===== config.mk =====
export PLATFORM = sky130hd
export DESIGN_NAME = q_update_scheduler
export DESIGN_NICKNAME = d
export VERILOG_FILES = /design/src/rtl/q_update_scheduler.sv
export SDC_FILE = /design/constraint.sdc
export NUM_CORES = 2
export LEC_CHECK = 0
export ABC_AREA = 1
export BUFFER_PORTS_ARGS = -buffer_cell sky130_fd_sc_hd__buf_2
export CAP_MARGIN = 20
export CELL_PAD_IN_SITES_DETAIL_PLACEMENT = 0
export CELL_PAD_IN_SITES_GLOBAL_PLACEMENT = 1
export CORE_AREA = 2 2 265 267
export CTS_BUF_LIST = sky130_fd_sc_hd__clkbuf_8
export CTS_CLUSTER_DIAMETER = 60
export DETAILED_ROUTE_END_ITERATION = 10
export DIE_AREA = 0 0 267 269
export PLACE_DENSITY = 0.75
export SKIP_CTS_REPAIR_TIMING = 1
export SLEW_MARGIN = 0
export SYNTH_ARGS = -nofsm -noshare
export SYNTH_HDL_FRONTEND = slang
export SYNTH_SLANG_ARGS = --single-unit

===== constraint.sdc =====
create_clock -name CLK -period 2.6 [get_ports CLK]
set_clock_uncertainty 0.1 [all_clocks]
set_input_delay 0.52 -clock CLK [delete_from_list [all_inputs] [get_ports CLK]]
set_output_delay 0.52 -clock CLK [all_outputs]
set_load 0.05 [all_outputs]

===== src/rtl/q_update_scheduler.sv =====
// rtl/q_update_scheduler.sv - epsilon-greedy Q-update sequencer: action select, gamma*maxQ, one-hot update strobe
module q_update_scheduler #(
  parameter int          ITER_W    = 16,
  parameter logic [15:0] LFSR_SEED = 16'hACE1
) (
  input  logic              CLK,
  input  logic              RST,
  input  logic              start,
  input  logic [ITER_W-1:0] iter_count,
  input  logic [15:0]       epsilon,
  input  logic [23:0]       gamma,
  input  logic [23:0]       maxQ_next,
  input  logic [23:0]       q0,
  input  logic [23:0]       q1,
  input  logic [23:0]       q2,
  input  logic [23:0]       q3,
  output logic [3:0]        u,
  output logic [23:0]       gamma_maxQ,
  output logic [1:0]        action,
  output logic              explore,
  output logic              busy,
  output logic              done,
  output logic [ITER_W-1:0] iter_done
);

  typedef enum logic [2:0] {
    S_IDLE, S_SELECT, S_CALC, S_UPDATE, S_SETTLE, S_DONE
  } state_t;

  state_t            state_q;
  logic [ITER_W-1:0] count_q, iter_done_q, iter_done_d;
  logic [15:0]       lfsr_q, lfsr_d;
  logic [3:0]        u_q;
  logic [23:0]       gamma_maxQ_q, gamma_maxQ_d;
  logic [1:0]        action_q, action_d, best_idx;
  logic              explore_q, explore_d;
  logic              busy_q, done_q;

  // Sign-magnitude to two's complement so -0 and +0 compare equal.
  function automatic logic signed [23:0] sm_key(input logic [23:0] v);
    logic signed [23:0] mag;
    mag = $signed({1'b0, v[22:0]});
    return v[23] ? -mag : mag;
  endfunction

  logic [23:0] q_arr [4];
  logic signed [23:0] best_key;
  assign q_arr[0] = q0;
  assign q_arr[1] = q1;
  assign q_arr[2] = q2;
  assign q_arr[3] = q3;

  always_comb begin
    best_idx = 2'd0;
    best_key = sm_key(q_arr[0]);
    for (int i = 1; i < 4; i++) begin
      if (sm_key(q_arr[i]) > best_key) begin
        best_idx = 2'(i);
        best_key = sm_key(q_arr[i]);
      end
    end
  end

  assign explore_d = (lfsr_q < epsilon);
  assign action_d  = explore_d ? lfsr_q[15:14] : best_idx;
  assign lfsr_d    = {1'b0, lfsr_q[15:1]} ^ (lfsr_q[0] ? 16'hB400 : 16'h0000);

  logic [45:0] prod;
  logic [31:0] prod_hi;
  logic [22:0] prod_mag;
  assign prod     = {23'd0, gamma[22:0]} * {23'd0, maxQ_next[22:0]};
  assign prod_hi  = 32'(prod >> 14);
  assign prod_mag = (|prod_hi[31:23]) ? 23'h7FFFFF : prod_hi[22:0];
  assign gamma_maxQ_d = {(|prod_mag) & (gamma[23] ^ maxQ_next[23]), prod_mag};

  // Holding at all-ones keeps the counter from wrapping on a maximal run.
  assign iter_done_d = (&iter_done_q) ? iter_done_q
                                      : iter_done_q + {{(ITER_W-1){1'b0}}, 1'b1};

  always_ff @(posedge CLK or negedge RST) begin
    if (!RST) begin
      state_q      <= S_IDLE;
      count_q      <= '0;
      iter_done_q  <= '0;
      lfsr_q       <= LFSR_SEED;
      u_q          <= '0;
      gamma_maxQ_q <= '0;
      action_q     <= '0;
      explore_q    <= 1'b0;
      busy_q       <= 1'b0;
      done_q       <= 1'b0;
    end else begin
      u_q    <= '0;
      done_q <= 1'b0;
      case (state_q)
        S_IDLE: begin
          if (start) begin
            count_q     <= iter_count;
            iter_done_q <= '0;
            busy_q      <= 1'b1;
            if (iter_count == '0) begin
              state_q <= S_DONE;
              done_q  <= 1'b1;
            end else begin
              state_q <= S_SELECT;
            end
          end
        end
        S_SELECT: begin
          action_q  <= action_d;
          explore_q <= explore_d;
          lfsr_q    <= lfsr_d;
          state_q   <= S_CALC;
        end
        S_CALC: begin
          gamma_maxQ_q <= gamma_maxQ_d;
          u_q          <= 4'b0001 << action_q;
          state_q      <= S_UPDATE;
        end
        S_UPDATE: state_q <= S_SETTLE;
        S_SETTLE: begin
          iter_done_q <= iter_done_d;
          if (iter_done_d == count_q) begin
            state_q <= S_DONE;
            done_q  <= 1'b1;
          end else begin
            state_q <= S_SELECT;
          end
        end
        S_DONE: begin
          busy_q  <= 1'b0;
          state_q <= S_IDLE;
        end
        default: state_q <= S_IDLE;
      endcase
    end
  end

  assign u          = u_q;
  assign gamma_maxQ = gamma_maxQ_q;
  assign action     = action_q;
  assign explore    = explore_q;
  assign busy       = busy_q;
  assign done       = done_q;
  assign iter_done  = iter_done_q;

endmodule


---- Word-level counts from Yosys, hierarchy flattened ----
Index checks and enable logic that the tools add are counted.
storage, ports and cells
  bits in registers ....................... 84
  bits in latches ......................... 0
  RAM bits ................................ 0
  ROM bits ................................ 0
  output and inout port bits .............. 49
  word-level logic and storage cells ...... 67
  memories kept ........................... 0
cells by class
  add/subtract/negate cells ............... 5
  multipliers ............................. 1
  div/mod/pow operators ................... 0
  $lt $le $gt $ge ......................... 4
  equal/unequal tests ..................... 7
  shift-type cells ........................ 1
  mux-type cells .......................... 26
  bitwise gates (word level) .............. 3
  reduce and logical (&&, ||, !) cells .... 10
operators with widths
  kind                                                              number
  24-bit two-way mux                                                6
  23-bit negator with 24-bit output                                 4
  24-bit > comparator                                               3
  16-bit two-way mux                                                3
  23-bit by 23-bit multiplier with 46-bit output                    1
  16-bit one-hot mux with 2 select lines                            1
  23-bit two-way mux                                                1
  23-bit OR reduction                                               1
  16-bit by 1-bit adder with 16-bit output (second input constant)  1
  16-bit == test                                                    1
  16-bit logical NOT                                                1
  16-bit less-than comparator                                       1
  16-bit AND reduction                                              1
  15-bit by 16-bit XOR with 16-bit output                           1
  3-bit one-hot mux with 5 select lines                             1
  3-bit two-way mux                                                 3
  9-bit OR reduction                                                1
  3-bit by 2-bit == test with 1-bit output (second input constant)  2
  3-bit == test (second input constant)                             2
  2-bit two-way mux                                                 3
  2-bit AND reduction                                               3
  1-bit two-way mux                                                 5
  4-bit two-way mux                                                 1
  1-bit one-hot mux with 2 select lines                             2
  7 further kinds                                                   8

---- Depth between registers and ports, before layout ----
  word-level depth ........................ 9
  mapped depth ............................ 46
  gate-level depth less buffers ........... 44

---- Least setup slack after synthesis ----
Ideal clock, no wire load.
  path kind ............................... input to register
  from .................................... in maxQ_next[11]
  to ...................................... reg gamma_maxQ_q[2], in the netlist gamma_maxQ[2]
  library setup time ...................... 123 ps
  arrival ................................. 6482 ps
  data required time ...................... 2377 ps
  slack ................................... -4105 ps
  stages on the path ...................... 31
  cells stage by stage .................... clkbuf_1 -> nand2_1 -> fa_1 -> inv_1 -> fa_1 -> inv_1 -> fa_1 -> inv_1 -> fa_1 -> inv_1 -> fa_1 -> inv_1 -> fa_1 -> inv_1 -> fa_1 -> inv_1 -> ha_1 -> nand2_1 -> nor2_1 -> inv_1 -> nor4_1 -> nand3_1 -> nand3_1 -> nand2_1 -> nand2_1 -> nand2_1 -> nor2_1 -> nand3_1 -> buf_2 -> o21ai_0 -> nand2_1
on the way
  word-level cells in the longest chain between the ends .. 3
ends and longest elaborated chain
  element                                           RTL line  source
  from (decl)                                       12        input logic [23:0] maxQ_next,
  23-bit by 23-bit multiplier with 46-bit output *  71        assign prod = {23'd0, gamma[22:0]} * {23'd0, maxQ_next[22:0]};
  9-bit OR reduction                                73        assign prod_mag = (|prod_hi[31:23]) ? 23'h7FFFFF : prod_hi[22:0];
  23-bit two-way mux *                              73
  to (signal assigned)                              116       gamma_maxQ_q <= gamma_maxQ_d;
  to (decl)                                         34        logic [23:0] gamma_maxQ_q, gamma_maxQ_d;
Every way passes the cells marked *; elsewhere a longest branch is shown, timed or not.
A chain may end at the register's enable or synchronous reset.

---- Worst setup path in the final report ----
  from .................................... in q0[4]
  to ...................................... reg action_q[0], in the netlist action[0]
on the way
  word-level cells in the longest chain between the ends .. 9
ends and longest elaborated chain
  element                            RTL line  source
  from (decl)                        13        input logic [23:0] q0,
  23-bit negator with 24-bit output  43        return v[23] ? -mag : mag;
  24-bit two-way mux *               43
  24-bit > comparator                57        if (sm_key(q_arr[i]) > best_key) begin
  24-bit two-way mux                 57
  24-bit > comparator                57
  24-bit two-way mux                 57
  24-bit > comparator                57
  2-bit two-way mux *                57
  2-bit two-way mux *                65        assign action_d = explore_d ? lfsr_q[15:14] : best_idx;
  to (signal assigned)               110       action_q <= action_d;
  to (decl)                          35        logic [1:0] action_q, action_d, best_idx;
Marked as above.

==> impl_metrics.json <==
{
  "max_freq_mhz": 147,
  "timing.final.crit_share": 2.61,
  "first_iter_violations": 1379,
  "worstSetupPathType": "in2reg",
  "rsz0062_at_grt": "yes",
  "drc": 0,
  "drive_gt1_frac": 0.278,
  "max_cap_viol_count": 0,
  "report.final.slew_viol_count": 0,
  "postRouteAntennaNets": 0,
  "tritoncts": "built",
  "hold-worst-slack_ps": -0.819,
  "gp_congestion": 0.902,
  "synth-seq-cells": 84,
  "hp-class": "in2async",
  "yosysUniqueCellTypes": 52,
  "synth-main-ff-cell": "dfrtp_1",
  "antenna_found_initial": 0,
  "violations": "hold timing, setup timing",
  "critPathLaunch": "q0[4]",
  "vias": 26100,
  "worstPathMaxFanout": 7,
  "yosys_warnings": 0,
  "die-area_um2": 71800,
  "gr-total-overflow": 0,
  "viasPerCell": 4.74,
  "avgRoutedWirePerCell_um": 15.3,
  "top_layer": "met4",
  "met1Wirelength_mm": 37.0,
  "worstPathRequired_ps": 2760,
  "fp-row-count": 97,
  "clk_latency_ps": 360,
  "grt_pass1_wl_mm": 133,
  "start_kind": "input pin",
  "finalCriticalPeriod_ps": 6800,
  "tightestPinTransition_ps": 616,
  "place_ws_ps": -4550,
  "async_flop_share": 1.00,
  "slowest_delay_ps": 360,
  "met2_length_mm": 42.4,
  "arrival_ps": 6960,
  "dp_hpwl_mm": 71.8,
  "status": "finished, violations left",
  "synth-seq-area-share": 0.0775,
  "clock-sinks": 84,
  "antenna_cells": 0,
  "max_slew_margin": 0.589,
  "syn2layout_area_growth_pct": 34.7,
  "synthCells": 3806,
  "start_util": 0.393,
  "synth_area_per_cell_um2": 7.16,
  "synth_nets": 4679,
  "cp-end-kind": "register",
  "r2r_cells": 16,
  "grt_usage": 0.230,
  "grt_pass1_vias": 26600,
  "die_x_um": 267,
  "hold_viol_final": 2,
  "setup_viol": 26,
  "io_pins": 228,
  "endpoint": "action[0]$_DFFE_PN0P_",
  "totalWireLength_mm": 84.5,
  "die_h_um": 269,
  "rr_endpoint": "state_q[2]$_DFFE_PN0P_",
  "r2r-start": "iter_done[0]$_DFFE_PN0P_",
  "clock_path_buffers": 2,
  "firstDrtPassIters": 5,
  "synthesis.area_um2": 27300,
  "reg2reg_slack_ps": 220,
  "fin_ws_ps": -4200,
  "cpMostUsedCell": "nand2_2",
  "htreeDepth": 3,
  "final_nets": 5431,
  "cpMaxStageDelayCell": "nor4_2",
  "cts_made_buffers": 9,
  "grt_max_degree": 35,
  "wl_met3_mm": 3.10,
  "root_buffer": "clkbuf_8",
  "numPortBuffers": 227,
  "clkTransAtPathRegs_ps": 90,
  "synth-edff-count": 0,
  "fp.coreArea_um2": 69300
}
final cells by class:
class                      count  area [um^2]
sequential                    84         2120
multi-input combinational   2671        22800
tap                          940         1180
clock buffer                   9          124
timing repair buffer         862         6920
fill                        6807        32600
clock inverter                 7         45.0
inverter                     930         3500
per-layer routing:
| layer | vias to the layer above | global-route usage |
|---|---|---|
| met2 | 493 | 0.416 |
| met3 | 104 | 0.0105 |
| met4 | 0 | 0.0492 |
| li1 | 12900 | - |
| met5 | - | 0 |
| met1 | 12600 | 0.305 |
state kept, by name, indices dropped and copies added, names as in the netlist:
name,count
iter_done,16
state_q,3
lfsr_q,16
action,2
busy,1
explore,1
count_q,16
gamma_maxQ,24
done,1
u,4
how the worst min path moves through the flow:
stage	from	to	slack, ps	depth (start not counted)
CTS	RST	iter_done[3]$_DFFE_PN0P_	6	1
floorplan	RST	action[0]$_DFFE_PN0P_	120	0
detailed placement	gamma_maxQ[4]$_DFFE_PN0P_	gamma_maxQ[4]$_DFFE_PN0P_	360	2
finish	RST	iter_done[2]$_DFFE_PN0P_	-0.8	1
global route	RST	iter_done[2]$_DFFE_PN0P_	30	1
global placement	gamma_maxQ[4]$_DFFE_PN0P_	gamma_maxQ[4]$_DFFE_PN0P_	350	2
Yosys cell counts, types with 3 or more instances:
| cell type | n | share of area |
|---|---|---|
| or2_2 | 24 | 0.0055 |
| nand2_1 | 1039 | 0.14 |
| fa_1 | 437 | 0.32 |
| a21oi_1 | 105 | 0.019 |
| nor2_1 | 191 | 0.026 |
| nor3_1 | 39 | 0.0072 |
| o41ai_1 | 3 | 0.00096 |
| nand3b_1 | 9 | 0.0025 |
| o211ai_1 | 5 | 0.0014 |
| o21ai_1 | 7 | 0.0013 |
| o21a_1 | 6 | 0.0017 |
| o21ai_0 | 115 | 0.021 |
| a21o_1 | 6 | 0.0017 |
| ha_1 | 257 | 0.12 |
| nor2_2 | 7 | 0.0016 |
| nor4_1 | 10 | 0.0023 |
| xor2_1 | 77 | 0.025 |
| o31ai_1 | 5 | 0.0014 |
| nand3_1 | 145 | 0.027 |
| o221ai_1 | 4 | 0.0013 |
| and2_1 | 28 | 0.0064 |
| inv_2 | 5 | 0.00069 |
| dfrtp_1 | 76 | 0.070 |
| a31oi_1 | 5 | 0.0011 |
| dfstp_2 | 8 | 0.0077 |
| o22a_1 | 8 | 0.0026 |
| inv_1 | 923 | 0.13 |
| a211oi_1 | 5 | 0.0014 |
| nand2_2 | 29 | 0.0067 |
| buf_2 | 7 | 0.0013 |
| o21bai_1 | 6 | 0.0017 |
| nand4_1 | 43 | 0.0099 |
| nor3_2 | 4 | 0.0015 |
| clkbuf_1 | 111 | 0.015 |
| xnor2_1 | 30 | 0.0096 |
through the flow:
step | hold WS (ps) | cells | TNS, ps | utilization | cell area [um^2]
4_1_cts | 5.80 | 5457 | -106870 | 0.495 | 34300
3_3_place_gp | 351 | 5441 | -116480 | 0.493 | 34100
3_5_place_dp | 358 | 5441 | -116740 | 0.493 | 34100
5_1_grt | 26.6 | 5503 | -106450 | 0.530 | 36700
2_1_floorplan | 124 | 3806 | -95230 | - | 27900
6_report | -0.819 | 5503 | -98840 | 0.530 | 36700
logic make-up (layout without fill, tap and decap cells):
family,after synthesis,after routing,share of synthesized area
AND/OR/NAND/NOR,1579,1581,0.243
buffers and inverters,1053,1808,0.146
adder cells (fa/ha/maj),694,694,0.439
AO/OA/AOI/OAI,289,289,0.0595
XOR/XNOR,107,107,0.0344
flip-flops,84,84,0.0775
cell usage in the layout (no fill, tap or decap), drive strengths merged, types with 8 or more instances in the layout:
cell type	n
nand3	147
xor2	77
nand4	44
or2	26
dfstp	8
nor2	200
o22a	8
nand2	1072
buf	848
o21ai	122
xnor2	30
dfrtp	76
nor4	10
clkbuf	23
nand3b	9
nor3	43
fa	437
inv	930
and2	28
a21oi	105
ha	257
critical path, delay by kind of cell:
family | cells | cell delay, ps
and+or+nand+nor | 29 | 3430
adders and majority gates | 3 | 790
AOI/OAI and AO/OA | 4 | 760
xor gates and xnor gates | 1 | 250
buffers and inverters | 10 | 1150
Power is not shown: default switching activity piles up to over one toggle a cycle in this logic, so the estimate is an artifact.
